<file path="src/rtl/cpu_pkg.sv">
// Shared CPU definitions: opcode encoding, machine-word width and the
// legality boundary used by both the control decoder and the program loader.
package cpu_pkg;

   localparam int unsigned MCODEBITS = 9;

   typedef enum logic [3:0] {
      OpLoad   = 4'b0000,
      OpStore  = 4'b0001,
      OpXor    = 4'b0010,
      OpBne    = 4'b0011,
      OpAdd    = 4'b0100,
      OpMov    = 4'b0101,
      OpLshift = 4'b0110,
      OpRshift = 4'b0111,
      OpLoadi  = 4'b1000,
      OpPari   = 4'b1001
   } opcode_e;

   localparam logic [3:0] OP_LAST_LEGAL = OpPari;

   typedef enum logic [1:0] {
      StIdle,
      StLoad,
      StFull,
      StDone
   } loader_state_e;

   function automatic logic op_legal(input logic [3:0] op);
      return op <= OP_LAST_LEGAL;
   endfunction

endpackage

</file>
<file path="src/rtl/instr_loader_if.sv">
// Beat-in / write-out bundle between an instruction source and the loader.
interface instr_loader_if #(
   parameter int unsigned AW        = 10,
   parameter int unsigned MCODEBITS = 9
) ();

   logic                 start;
   logic                 in_valid;
   logic                 in_ready;
   logic [3:0]           in_op;
   logic [4:0]           in_operand;
   logic                 in_last;
   logic                 wr_en;
   logic [AW-1:0]        wr_addr;
   logic [MCODEBITS-1:0] wr_data;
   logic [AW:0]          count;
   logic                 done;
   logic                 full;
   logic                 err_illegal;

   modport master (
      output start, in_valid, in_op, in_operand, in_last,
      input  in_ready, wr_en, wr_addr, wr_data, count, done, full, err_illegal
   );

   modport slave (
      input  start, in_valid, in_op, in_operand, in_last,
      output in_ready, wr_en, wr_addr, wr_data, count, done, full, err_illegal
   );

endinterface

</file>
<file path="src/rtl/instr_pack.sv">
// Packs opcode and operand into a machine word (inverse of the decoder's
// instr[8:5] split) and flags opcodes beyond the last legal one.
module instr_pack #(
   parameter int unsigned MCODEBITS = cpu_pkg::MCODEBITS
) (
   input  logic [3:0]           op,
   input  logic [4:0]           operand,
   output logic [MCODEBITS-1:0] word,
   output logic                 legal
);
   import cpu_pkg::*;

   always_comb begin
      word  = MCODEBITS'({op, operand});
      legal = op_legal(op);
   end

endmodule

</file>
<file path="src/rtl/instr_loader.sv">
// Streams encoded instructions into instruction memory from address 0,
// stopping on the last beat or when the address space is exhausted.
module instr_loader #(
   parameter int unsigned AW        = 10,
   parameter int unsigned MCODEBITS = cpu_pkg::MCODEBITS
) (
   input logic          clk,
   input logic          rst_n,
   instr_loader_if.slave bus
);
   import cpu_pkg::*;

   localparam logic [AW-1:0] AddrMax  = '1;
   localparam logic [AW:0]   CountMax = {1'b1, {AW{1'b0}}};

   loader_state_e        state_q, state_d;
   logic [AW-1:0]        addr_q;
   logic [AW:0]          count_q;
   logic                 err_q;
   logic                 wr_en_q;
   logic [AW-1:0]        wr_addr_q;
   logic [MCODEBITS-1:0] wr_data_q;
   logic [MCODEBITS-1:0] word;
   logic                 legal;
   logic                 accept;

   instr_pack #(.MCODEBITS(MCODEBITS)) u_pack (
      .op      (bus.in_op),
      .operand (bus.in_operand),
      .word    (word),
      .legal   (legal)
   );

   // A start in LOAD restarts the load and drops the beat of that cycle.
   assign accept = (state_q == StLoad) && bus.in_valid && !bus.start;

   always_ff @(posedge clk or negedge rst_n) begin
      if (!rst_n) begin
         state_q <= StIdle;
      end else begin
         state_q <= state_d;
      end
   end

   always_comb begin
      state_d = state_q;
      unique case (state_q)
         StIdle, StFull, StDone: begin
            if (bus.start) state_d = StLoad;
         end
         StLoad: begin
            if (accept) begin
               if (bus.in_last) begin
                  state_d = StDone;
               end else if (legal && addr_q == AddrMax) begin
                  state_d = StFull;
               end
            end
         end
      endcase
   end

   always_comb begin
      bus.in_ready    = (state_q == StLoad);
      bus.done        = (state_q == StDone);
      bus.full        = (state_q == StFull);
      bus.wr_en       = wr_en_q;
      bus.wr_addr     = wr_addr_q;
      bus.wr_data     = wr_data_q;
      bus.count       = count_q;
      bus.err_illegal = err_q;
   end

   always_ff @(posedge clk or negedge rst_n) begin
      if (!rst_n) begin
         addr_q    <= '0;
         count_q   <= '0;
         err_q     <= 1'b0;
         wr_en_q   <= 1'b0;
         wr_addr_q <= '0;
         wr_data_q <= '0;
      end else begin
         wr_en_q <= accept && legal;
         if (bus.start) begin
            addr_q  <= '0;
            count_q <= '0;
            err_q   <= 1'b0;
         end else if (accept) begin
            if (legal) begin
               wr_addr_q <= addr_q;
               wr_data_q <= word;
               // Address holds at the top; the FSM leaves LOAD instead of wrapping.
               if (addr_q != AddrMax) addr_q <= addr_q + AW'(1);
               if (count_q != CountMax) count_q <= count_q + (AW+1)'(1);
            end else begin
               err_q <= 1'b1;
            end
         end
      end
   end

endmodule

</file>
<file path="src/flat_wrapper.sv">
// flat-port wrapper written by rule: the top's interface ports become plain ports
module instr_loader_flat import cpu_pkg::*;
#(
   parameter int unsigned AW        = 10,
   parameter int unsigned MCODEBITS = cpu_pkg::MCODEBITS
)
  (clk, rst_n, bus_start, bus_in_valid, bus_in_op, bus_in_operand, bus_in_last, bus_in_ready, bus_wr_en, bus_wr_addr, bus_wr_data, bus_count, bus_done, bus_full, bus_err_illegal);
  instr_loader_if #(.AW(AW), .MCODEBITS(MCODEBITS)) bus_i ();
  input logic clk;
  input logic rst_n;
  input wire logic [$bits(bus_i.start)-1:0] bus_start;
  input wire logic [$bits(bus_i.in_valid)-1:0] bus_in_valid;
  input wire logic [$bits(bus_i.in_op)-1:0] bus_in_op;
  input wire logic [$bits(bus_i.in_operand)-1:0] bus_in_operand;
  input wire logic [$bits(bus_i.in_last)-1:0] bus_in_last;
  output wire logic [$bits(bus_i.in_ready)-1:0] bus_in_ready;
  output wire logic [$bits(bus_i.wr_en)-1:0] bus_wr_en;
  output wire logic [$bits(bus_i.wr_addr)-1:0] bus_wr_addr;
  output wire logic [$bits(bus_i.wr_data)-1:0] bus_wr_data;
  output wire logic [$bits(bus_i.count)-1:0] bus_count;
  output wire logic [$bits(bus_i.done)-1:0] bus_done;
  output wire logic [$bits(bus_i.full)-1:0] bus_full;
  output wire logic [$bits(bus_i.err_illegal)-1:0] bus_err_illegal;
  assign bus_i.start = bus_start;
  assign bus_i.in_valid = bus_in_valid;
  assign bus_i.in_op = bus_in_op;
  assign bus_i.in_operand = bus_in_operand;
  assign bus_i.in_last = bus_in_last;
  assign bus_in_ready = bus_i.in_ready;
  assign bus_wr_en = bus_i.wr_en;
  assign bus_wr_addr = bus_i.wr_addr;
  assign bus_wr_data = bus_i.wr_data;
  assign bus_count = bus_i.count;
  assign bus_done = bus_i.done;
  assign bus_full = bus_i.full;
  assign bus_err_illegal = bus_i.err_illegal;
  instr_loader #(.AW(AW), .MCODEBITS(MCODEBITS)) u_core (.clk(clk), .rst_n(rst_n), .bus(bus_i));
endmodule
</file>
<file path="config.mk">
export PLATFORM = sky130hd
export DESIGN_NAME = instr_loader_flat
export DESIGN_NICKNAME = d
export VERILOG_FILES = /design/src/rtl/cpu_pkg.sv /design/src/rtl/instr_loader_if.sv /design/src/rtl/instr_pack.sv /design/src/rtl/instr_loader.sv /design/src/flat_wrapper.sv
export SDC_FILE = /design/constraint.sdc
export NUM_CORES = 1
export LEC_CHECK = 0
export CORE_MARGIN = 2
export CORE_UTILIZATION = 35
export CTS_CLUSTER_SIZE = 14
export DETAILED_ROUTE_END_ITERATION = 10
export GPL_TIMING_DRIVEN = 0
export PLACE_DENSITY_LB_ADDON = 0.08
export SLEW_MARGIN = 20
export SYNTH_ARGS = -nofsm -noshare
export SYNTH_HDL_FRONTEND = slang
export SYNTH_SLANG_ARGS = --single-unit
</file>
<file path="constraint.sdc">
create_clock -name clk -period 4.45 [get_ports clk]
set_input_delay 1.1125 -clock clk [delete_from_list [all_inputs] [get_ports clk]]
set_output_delay 1.1125 -clock clk [all_outputs]
set_load 0.005 [all_outputs]
</file>
==> results.yml, run 1 <==
timing:
  rsz0062_at_grt: "false"
  layout_min_cycle_time_ns: 2.79
  setup_viol: 0
  hold-worst-slack_ns: 0.480
  tightest_slew_ns: 0.579
  max_freq_ghz: 0.359
  setup_slack_ns: 1.66
  final_max_slew_viol_count: 0
  setup-tns-final_ns: 0
  slew_headroom: 0.610
  fin_crit_sh: 0.627
  hold_viol: 0
  clock_skew_ns: 0.00363
cts:
  cts_tree: "built"
  clock_sinks: 44
  clkSlewWorstSetupHoldPaths_ns: 0.09
  htreeDepth: 2
  cts_buffers: 5
  cts_resized: 0
  cts_hold_buf: 0
  clockBufferDepth: 2
  cts_setup_buffers: 0
  insertion_delay_ns: 0.30
  cts_root_buffer: "clkbuf_8"
route:
  post-route-drc-count: 0
  ant_nets: 0
  totalWireLength_um: 5220
  post_drt_via_cell_ratio: 5.37
  dr.first_iter.drc_count: 138
  vias: 1934
  wl_per_cell_um: 14.5
  firstDrtPassIters: 4
synthesis:
  ys_seq_area_frac: 0.523
  synth_nets: 246
  async_flop_share: 1.00
  synth_area_leaders: "dfrtp_1 52%, nand2_1 11%, nand3_1 3.1%"
  syn_avg_cell_area_um2: 9.19
  ys_types: 40
  synth_seq_cells: 44
  synth-main-ff-cell: "dfrtp_1"
  synth_area_leader_cell: "dfrtp_1"
  postSynthCellCount: 229
  synth_warnings: 0
  syn_area_um2: 2100
  synth_top_area_share: 0.523
  synth_edf_count: 0
pwr:
  p_leak_nw: 1.22
  powerDensity_nw_per_um2: 355
  swShare: 0.222
  p_sw_uw: 225
  p_int_uw: 785
  combPwrFrac: 0.140
  p_clk_frac: 0.420
  seq_power_share: 0.440
  peakVddDrop_v: 0.000132
critical_path:
  r2r_cells: 5
  worstReg2RegEnd: "u_core.addr_q[9]"
  r2r_setup_slack_ns: 2.44
  critPathLaunchType: "primary input"
  worst-setup-path-type: "primary input to register"
  critPathRequiredTime_ns: 4.67
  worst_setup_path_end_kind: "register"
  r2r_start: "u_core.addr_q[0]"
  arrival_ns: 3.01
  cp_max_fo: 10
global_routing:
  grt_max_degree: 31
  overflow: 0
  grt_pass1_vias: 1867
  grt_use_total: 0.175
  antenna_found_initial: 0
  grt_pass1_wl_um: 9020
worst_hold_path:
  holdPathEnd: "u_core.bus.wr_addr[3]"
  min_path_type: "register to register"
  hold_depth: 2
  hold_start: "u_core.bus.wr_addr[3]"
layout:
  stdcell_area_um2: 2840
  nFillCells: 548
  multi_input_area_um2: 947
  seq_area_um2: 1100
  synthToLayoutAreaGrowth_pct: 35.1
  fin_nets: 301
  diodes: 0
  final_cells: 360
  drive_above_1_share: 0.0667
place:
  gp_congestion: 0.852
  dp_hpwl_um: 3590
  place_area_um2: 2680
  dp_cells: 352
  port-buffer-count: 47
  dp_slack_ns: 1.31
die:
  fp.coreArea_um2: 5850
  ios: 49
  die_h_um: 81.5
  die_width_um: 81.5
  die_area_um2: 6650
  fp-row-count: 28
  start_util: 0.360
outcome:
  outcome: "complete, no violations"
job:
  maxCapViolations: 0
[flip-flops by register name, summed over array words and instances, names as in the netlist]
name	flops
u_core.bus.wr_data	9
u_core.state_q	2
u_core.bus.wr_addr	10
u_core.bus.err_illegal	1
u_core.bus.count	11
u_core.bus.wr_en	1
u_core.addr_q	10
[final cells by class]
type,instances,area share
Sequential cell,44,0.387
Multi-Input combinational cell,172,0.333
Timing Repair Buffer,48,0.171
Tap cell,75,0.0330
Clock inverter,3,0.0317
Clock buffer,5,0.0242
Buffer,8,0.0132
Inverter,5,0.00660
[power by group through the flow]
stage	registers (mW)	logic [mW]	clock network, mW
finish	0.444	0.142	0.424
global route	0.447	0.159	0.452
CTS	0.444	0.145	0.434
detailed placement	0.453	0.143	0
global placement	0.451	0.142	0
floorplan	0.453	0.0512	0
[cells in the mapped netlist (2+ instances only)]
cell and n:
nand4_1 4, clkbuf_1 2, o21ai_0 11, nor4b_1 2, nor2b_1 3, o2bb2ai_1 2, dfrtp_1 44, nor2_1 8
o31ai_1 4, nand3_1 13, and3_1 3, ha_1 3, a31oi_1 5, or3_1 7, o211ai_1 4, nand2_1 64
a22o_1 2, or4_1 4, inv_1 4, nor3_1 3, a21oi_1 10, buf_2 6, a41oi_1 2, and4_4 2
and4_1 2
[cells by family (layout without fill, tap and decap cells)]
| family | after synthesis | after routing | share of synthesized area |
|---|---|---|---|
| buf+inv | 13 | 69 | 0.0268 |
| fa+ha+maj | 3 | 3 | 0.0178 |
| flops | 44 | 44 | 0.523 |
| xor+xnor | 1 | 1 | 0.00416 |
| simple gates | 121 | 121 | 0.279 |
| compound gates | 46 | 46 | 0.144 |
| mux | 1 | 1 | 0.00476 |
[layer usage]
metal  GRT usage  share of wire  vias up
li1            -              -      935
met1       0.241           0.48      928
met2       0.264           0.45       66
met3      0.0440          0.062        5
met4      0.0661          0.011        0
met5           0              0        -
[layout by cell type (no fill, tap or decap), drive strengths merged, types with 4 or more instances in the layout]
| cell type | n |
|---|---|
| nand2 | 64 |
| clkdlybuf4s50 | 46 |
| dfrtp | 44 |
| nand3 | 13 |
| o21ai | 11 |
| a21oi | 10 |
| nor2 | 8 |
| buf | 8 |
| or3 | 7 |
| clkbuf | 7 |
| a31oi | 5 |
| inv | 4 |
| nand4 | 4 |
| o211ai | 4 |
| o31ai | 4 |
| or4 | 4 |
| and4 | 4 |
[per-stage QoR]
step	total power, mW	utilization
floorplan	0.504	-
global placement	0.593	0.456
detailed placement	0.596	0.459
CTS	1.02	0.486
global route	1.06	0.486
finish	1.01	0.486
[worst max-delay path by stage]
stage | to | startpoint | slack [ns]
2_1_floorplan | u_core.bus.count[9] | bus_start | 1.99
4_1_cts | u_core.bus.count[0] | bus_in_op[1] | 1.62
5_1_grt | u_core.bus.count[0] | bus_in_op[1] | 1.45
3_5_place_dp | u_core.bus.count[0] | bus_in_op[1] | 1.31
3_3_place_gp | u_core.bus.wr_data[6] | rst_n | 0.96
6_report | u_core.bus.count[0] | bus_in_op[1] | 1.66
[worst max-delay path, cell delays in order]
cell and delay [ns]:
clkdlybuf4s50_1 0.45, o21ai_0 0.51, nand2b_1 0.26, clkinv_1 0.21, buf_2 0.28, nand3_1 0.10
o21ai_0 0.08
Power figures use the tool's default switching activity.
==> run 2: changes to the inputs <==
Clock period 4.45 ns to 2.4 ns, I/O delays scaled along.
==> run 2 against run 1 <==
  * Setup slack lost 1.5 ns
  * Power is 85% higher
  * Register-to-register slack got worse by 2.1 ns
  * Via count did not move
  * Sequential cell count stayed put
  * Sequential power rose by 85%
  * Global-route usage did not move
  * Sequential share of layout area did not move
  * Routed wire length barely moved
  * Critical path depth fell by 5
  * First-iteration DRC count unchanged
  * Final cell count stayed put
  * Critical path type is now register to output port
  * Highest routed layer unchanged
==> results.yml, run 2 (synthesized netlist as in run 1, its figures left out) <==
global_routing:
  grt_pass1_wl_um: 9020
  grt_use_total: 0.175
  grt_max_degree: 31
  overflow: 0
  antenna_found_initial: 0
  grt_pass1_vias: 1867
timing:
  setup_viol: 0
  fin_crit_sh: 0.917
  rsz0062_at_grt: "false"
  setup_slack_ns: 0.198
  final_max_slew_viol_count: 0
  tightest_slew_ns: 0.568
  max_freq_ghz: 0.454
  clock_skew_ns: 0.00362
  slew_headroom: 0.617
  layout_min_cycle_time_ns: 2.20
  hold-worst-slack_ns: 0.204
  hold_viol: 0
job:
  maxCapViolations: 0
pwr:
  p_sw_uw: 417
  seq_power_share: 0.440
  p_int_mw: 1.46
  powerDensity_nw_per_um2: 659
  p_leak_nw: 1.22
  peakVddDrop_v: 0.000244
  p_clk_frac: 0.420
  swShare: 0.223
  combPwrFrac: 0.140
place:
  dp_slack_ns: -0.227
  gp_congestion: 0.852
  dp_cells: 352
  port-buffer-count: 47
  dp_hpwl_um: 3590
layout:
  largest_reg_flops: 11
  drive_above_1_share: 0.0667
  final_cell_mix: "64 x nand2_1, 46 x clkdlybuf4s50_1, 44 x dfrtp_1"
  final_cells: 360
  final_common_cell: "nand2_1"
  synthToLayoutAreaGrowth_pct: 35.1
  fin_nets: 301
  diodes: 0
  fin_util: 0.486
route:
  dr.first_iter.drc_count: 138
  post-route-drc-count: 0
  post_drt_via_cell_ratio: 5.37
  firstDrtPassIters: 4
  wl_per_cell_um: 14.5
  totalWireLength_um: 5220
  ant_nets: 0
  vias: 1934
critical_path:
  cpMaxStageDelayCell: "clkdlybuf4s50_1"
  worst-setup-path-type: "register to output port"
  cpPeakStageDelay_ns: 0.57
  critPathRequiredTime_ns: 1.80
  crit_chain: "nor2b_1 > clkdlybuf4s50_1"
  worst_setup_path_end_kind: "output port"
  critPathTopFamily: "buffers and inverters"
  r2r_setup_slack_ns: 0.39
  arrival_ns: 1.60
  crit_buf_inv: 1
  critPathLaunchType: "register"
  cp_max_fo: 6
die:
  die_width_um: 81.5
  die_area_um2: 6650
  start_util: 0.360
  fp.coreArea_um2: 5850
  ios: 49
  die_h_um: 81.5
  fp-row-count: 28
cts:
  htreeDepth: 2
  cts_hold_buf: 0
  cts_buffers: 5
  clock_sinks: 44
  clkSlewWorstSetupHoldPaths_ns: 0.09
  cts_tree: "built"
  cts_setup_buffers: 0
  insertion_delay_ns: 0.30
  clockBufferDepth: 2
  cts_root_buffer: "clkbuf_8"
outcome:
  outcome: "complete, no violations"
worst_hold_path:
  min_path_type: "primary input to async pin"
## run 2: cell counts in the layout (fill, tap and decap cells not counted)
Identical to the previous run, type by type.
## run 2: final timing paths
path	start	to	cells past startpoint
setup / recovery	u_core.state_q[0]	bus_in_ready	2
hold / removal	rst_n	u_core.bus.count[9]	1
setup reg to reg	u_core.addr_q[0]	u_core.addr_q[9]	5
hold reg to reg	u_core.bus.wr_addr[3]	u_core.bus.wr_addr[3]	2
max in group asynchronous	rst_n	u_core.bus.wr_addr[2]	2
min in group clk	u_core.bus.wr_addr[3]	u_core.bus.wr_addr[3]	2
## run 2: cell type report
class	instances	area (um^2)
Multi-Input combinational cell	172	947
Buffer	8	37.5
Fill cell	548	3010
Clock inverter	3	90.1
Inverter	5	18.8
Clock buffer	5	68.8
Sequential cell	44	1100
Tap cell	75	93.8
Timing Repair Buffer	48	485
## run 2: through the flow
step | setup TNS, ns | power (mW) | instance area [um^2]
2_1_floorplan | 0 | 0.935 | 2100
3_3_place_gp | -28.53 | 1.10 | 2670
3_5_place_dp | -3.92 | 1.10 | 2680
4_1_cts | 0 | 1.90 | 2840
5_1_grt | 0 | 1.96 | 2840
6_report | 0 | 1.87 | 2840
## run 2: repair_timing
item,4_1_cts,5_1_grt
setup endpoints to repair,0,16
gates resized for setup,0,1
endpoints found under the hold margin,0,0
## run 2: power by group through the flow
| stage | Clock (mW) | Sequential, mW | Combinational, mW |
|---|---|---|---|
| after floorplan | 0 | 0.840 | 0.0949 |
| after global placement | 0 | 0.837 | 0.263 |
| after detailed placement | 0 | 0.839 | 0.265 |
| after CTS | 0.805 | 0.824 | 0.268 |
| after global routing | 0.838 | 0.829 | 0.295 |
| final | 0.787 | 0.823 | 0.263 |
## run 2: routing by layer
metal	vias up	GRT usage	wire length [um]
met5	-	0	0
met4	0	0.0661	59
met3	5	0.0440	326
met2	66	0.264	2330
li1	935	-	-
met1	928	0.241	2510
==> run 3: changes to the inputs <==
Settings changed: ABC_AREA set to 1.
==> run 3 against run 2 <==
  * Clock-buffer cell count increased by 1
  * Setup slack improved by 0.13 ns
  * Final area increased by 6.5%
  * Critical path depth increased by 2
  * Via count increased by 11%
  * Clock skew increased by 0.0052 ns
  * Fmax increased by 6.4%
  * Combinational power increased by 150%
  * Power increased by 9.3%
==> results.yml, run 3 <==
outcome:
  outcome: "complete, no violations"
layout:
  stdcell_area_um2: 3030
  largest_reg_flops: 11
  final_cells: 440
  nFillCells: 673
  synthToLayoutAreaGrowth_pct: 27.9
  final_common_cell: "nand2_1"
  diodes: 0
  seq_area_um2: 1100
  final_cell_mix: "116 x nand2_1, 46 x clkdlybuf4s50_1, 44 x dfrtp_1"
  drive_above_1_share: 0.0964
  multi_input_area_um2: 1070
  fin_nets: 380
global_routing:
  antenna_found_initial: 0
  grt_pass1_vias: 2032
  grt_use_total: 0.161
  grt_pass1_wl_um: 9600
  grt_max_degree: 31
  overflow: 0
critical_path:
  cp_max_fo: 3
  critPathLaunchType: "register"
  worst_setup_path_end_kind: "output port"
  worst-setup-path-type: "register to output port"
  arrival_ns: 1.47
  critPathRequiredTime_ns: 1.80
cts:
  cts_hold_buf: 0
  htreeDepth: 2
  cts_setup_buffers: 0
  clkSlewWorstSetupHoldPaths_ns: 0.08
  clock_sinks: 44
  cts_buffers: 5
  cts_resized: 0
  cts_tree: "built"
  clockBufferDepth: 2
  insertion_delay_ns: 0.30
  cts_root_buffer: "clkbuf_8"
timing:
  layout_min_cycle_time_ns: 2.07
  rsz0062_at_grt: "false"
  tightest_slew_ns: 0.544
  max_freq_ghz: 0.483
  hold-worst-slack_ns: 0.203
  setup-tns-final_ns: 0
  fin_crit_sh: 0.862
  setup_viol: 0
  clock_skew_ns: 0.00886
  hold_viol: 0
  final_max_slew_viol_count: 0
  slew_headroom: 0.638
route:
  post-route-drc-count: 0
  firstDrtPassIters: 4
  totalWireLength_um: 5550
  post_drt_via_cell_ratio: 4.86
  ant_nets: 0
  dr.first_iter.drc_count: 75
  vias: 2138
  wl_per_cell_um: 12.6
pwr:
  powerDensity_nw_per_um2: 676
  power.total_mw: 2.05
  p_leak_nw: 1.40
  peakVddDrop_v: 0.000395
synthesis:
  async_flop_share: 1.00
  netlist_top_cells_count: "116 x nand2_1, 44 x dfrtp_1, 27 x inv_1, 26 x nor2_1, 19 x nand3_1"
  syn_avg_cell_area_um2: 7.69
  synth_area_leader_cell: "dfrtp_1"
  synth-main-ff-cell: "dfrtp_1"
  synth_top_area_share: 0.465
  synth_warnings: 0
  synth_edf_count: 0
  synth_nets: 325
  synth_area_leaders: "dfrtp_1 47%, nand2_1 18%, inv_1 4.3%"
  post-synth-top-count-cell: "nand2_1"
  ys_types: 27
  synth_seq_cells: 44
  postSynthCellCount: 308
  syn_area_um2: 2370
  ys_seq_area_frac: 0.465
place:
  gp_congestion: 0.806
  dp_hpwl_um: 4180
  place_area_um2: 2950
  port-buffer-count: 47
  dp_cells: 433
die:
  start_util: 0.367
  fp-row-count: 29
  ios: 49
  fp.coreArea_um2: 6460
  die_area_um2: 7440
  die_width_um: 86.2
  die_h_um: 86.2
worst_hold_path:
  min_path_type: "primary input to async pin"
job:
  maxCapViolations: 0
## run 3: cell types whose count changed in the layout (fill, tap and decap cells not counted), sizes merged, moves of 5 or more
| cell | previous run | this run |
|---|---|---|
| inv | 4 | 30 |
| nand3 | 13 | 22 |
| a31oi | 5 | 0 |
| nand4 | 4 | 14 |
| o21ai | 11 | 26 |
| nor2 | 8 | 30 |
| a21oi | 10 | 3 |
| or3 | 7 | 0 |
| nand2 | 64 | 120 |
## run 3: kinds of logic (layout without fill, tap and decap cells)
logic type	Yosys count	in the layout	synth area share
flops	44	44	0.465
simple gates	190	190	0.363
buf+inv	40	95	0.0814
compound gates	30	30	0.0708
xor+xnor	1	1	0.00370
fa+ha+maj	3	3	0.0159
## run 3: final cells by class
cell class                 instances  share of cell area
inverter                          32              0.0430
buffer                             8              0.0207
sequential                        44               0.364
timing repair buffer              48               0.160
multi-input combinational        224               0.355
clock inverter                     1             0.00165
clock buffer                       6              0.0240
tap                               77              0.0318
## run 3: report_power, final
| part | total [mW] | switching [mW] | internal (mW) | leakage [nW] |
|---|---|---|---|---|
| registers | 0.947 | 0.0837 | 0.863 | 0.594 |
| logic | 0.647 | 0.305 | 0.342 | 0.766 |
| clock network | 0.453 | 0.254 | 0.198 | 0.0410 |
| total | 2.05 | 0.643 | 1.40 | 1.40 |
## run 3: final timing paths
kind | cells after the start | startpoint | to | slack (ns)
min reg2reg | 2 | u_core.bus.wr_addr[2] | u_core.bus.wr_addr[2] | 0.49
max in group asynchronous | 2 | rst_n | u_core.bus.wr_addr[3] | 1.70
min | 1 | rst_n | u_core.bus.wr_data[2] | 0.20
max reg2reg | 10 | u_core.bus.count[0] | u_core.bus.count[6] | 0.78
min in group clk | 2 | u_core.bus.wr_addr[2] | u_core.bus.wr_addr[2] | 0.49
max | 4 | u_core.state_q[1] | bus_in_ready | 0.33
## run 3: worst max-delay path, stage by stage (launching register included)
cell and delay (ns):
dfrtp_1 0.41, inv_2 0.09, nand2_1 0.07, inv_1 0.09, clkdlybuf4s50_1 0.51
## run 3: per-stage QoR
stage           util  setup WS [ns]
2_1_floorplan      -          0.945
3_3_place_gp   0.454         -0.569
3_5_place_dp   0.457          0.301
4_1_cts        0.469          0.305
5_1_grt        0.469          0.233
6_report       0.469          0.330
## run 3: layer usage
metal | part of all wire | up-vias | routed length, um | global-route usage
met3 | 0.034 | 8 | 188 | 0.0295
met5 | 0 | - | 0 | 0
met1 | 0.45 | 1003 | 2520 | 0.208
met4 | 0.013 | 0 | 70 | 0.0511
met2 | 0.50 | 33 | 2780 | 0.276
li1 | - | 1094 | - | -
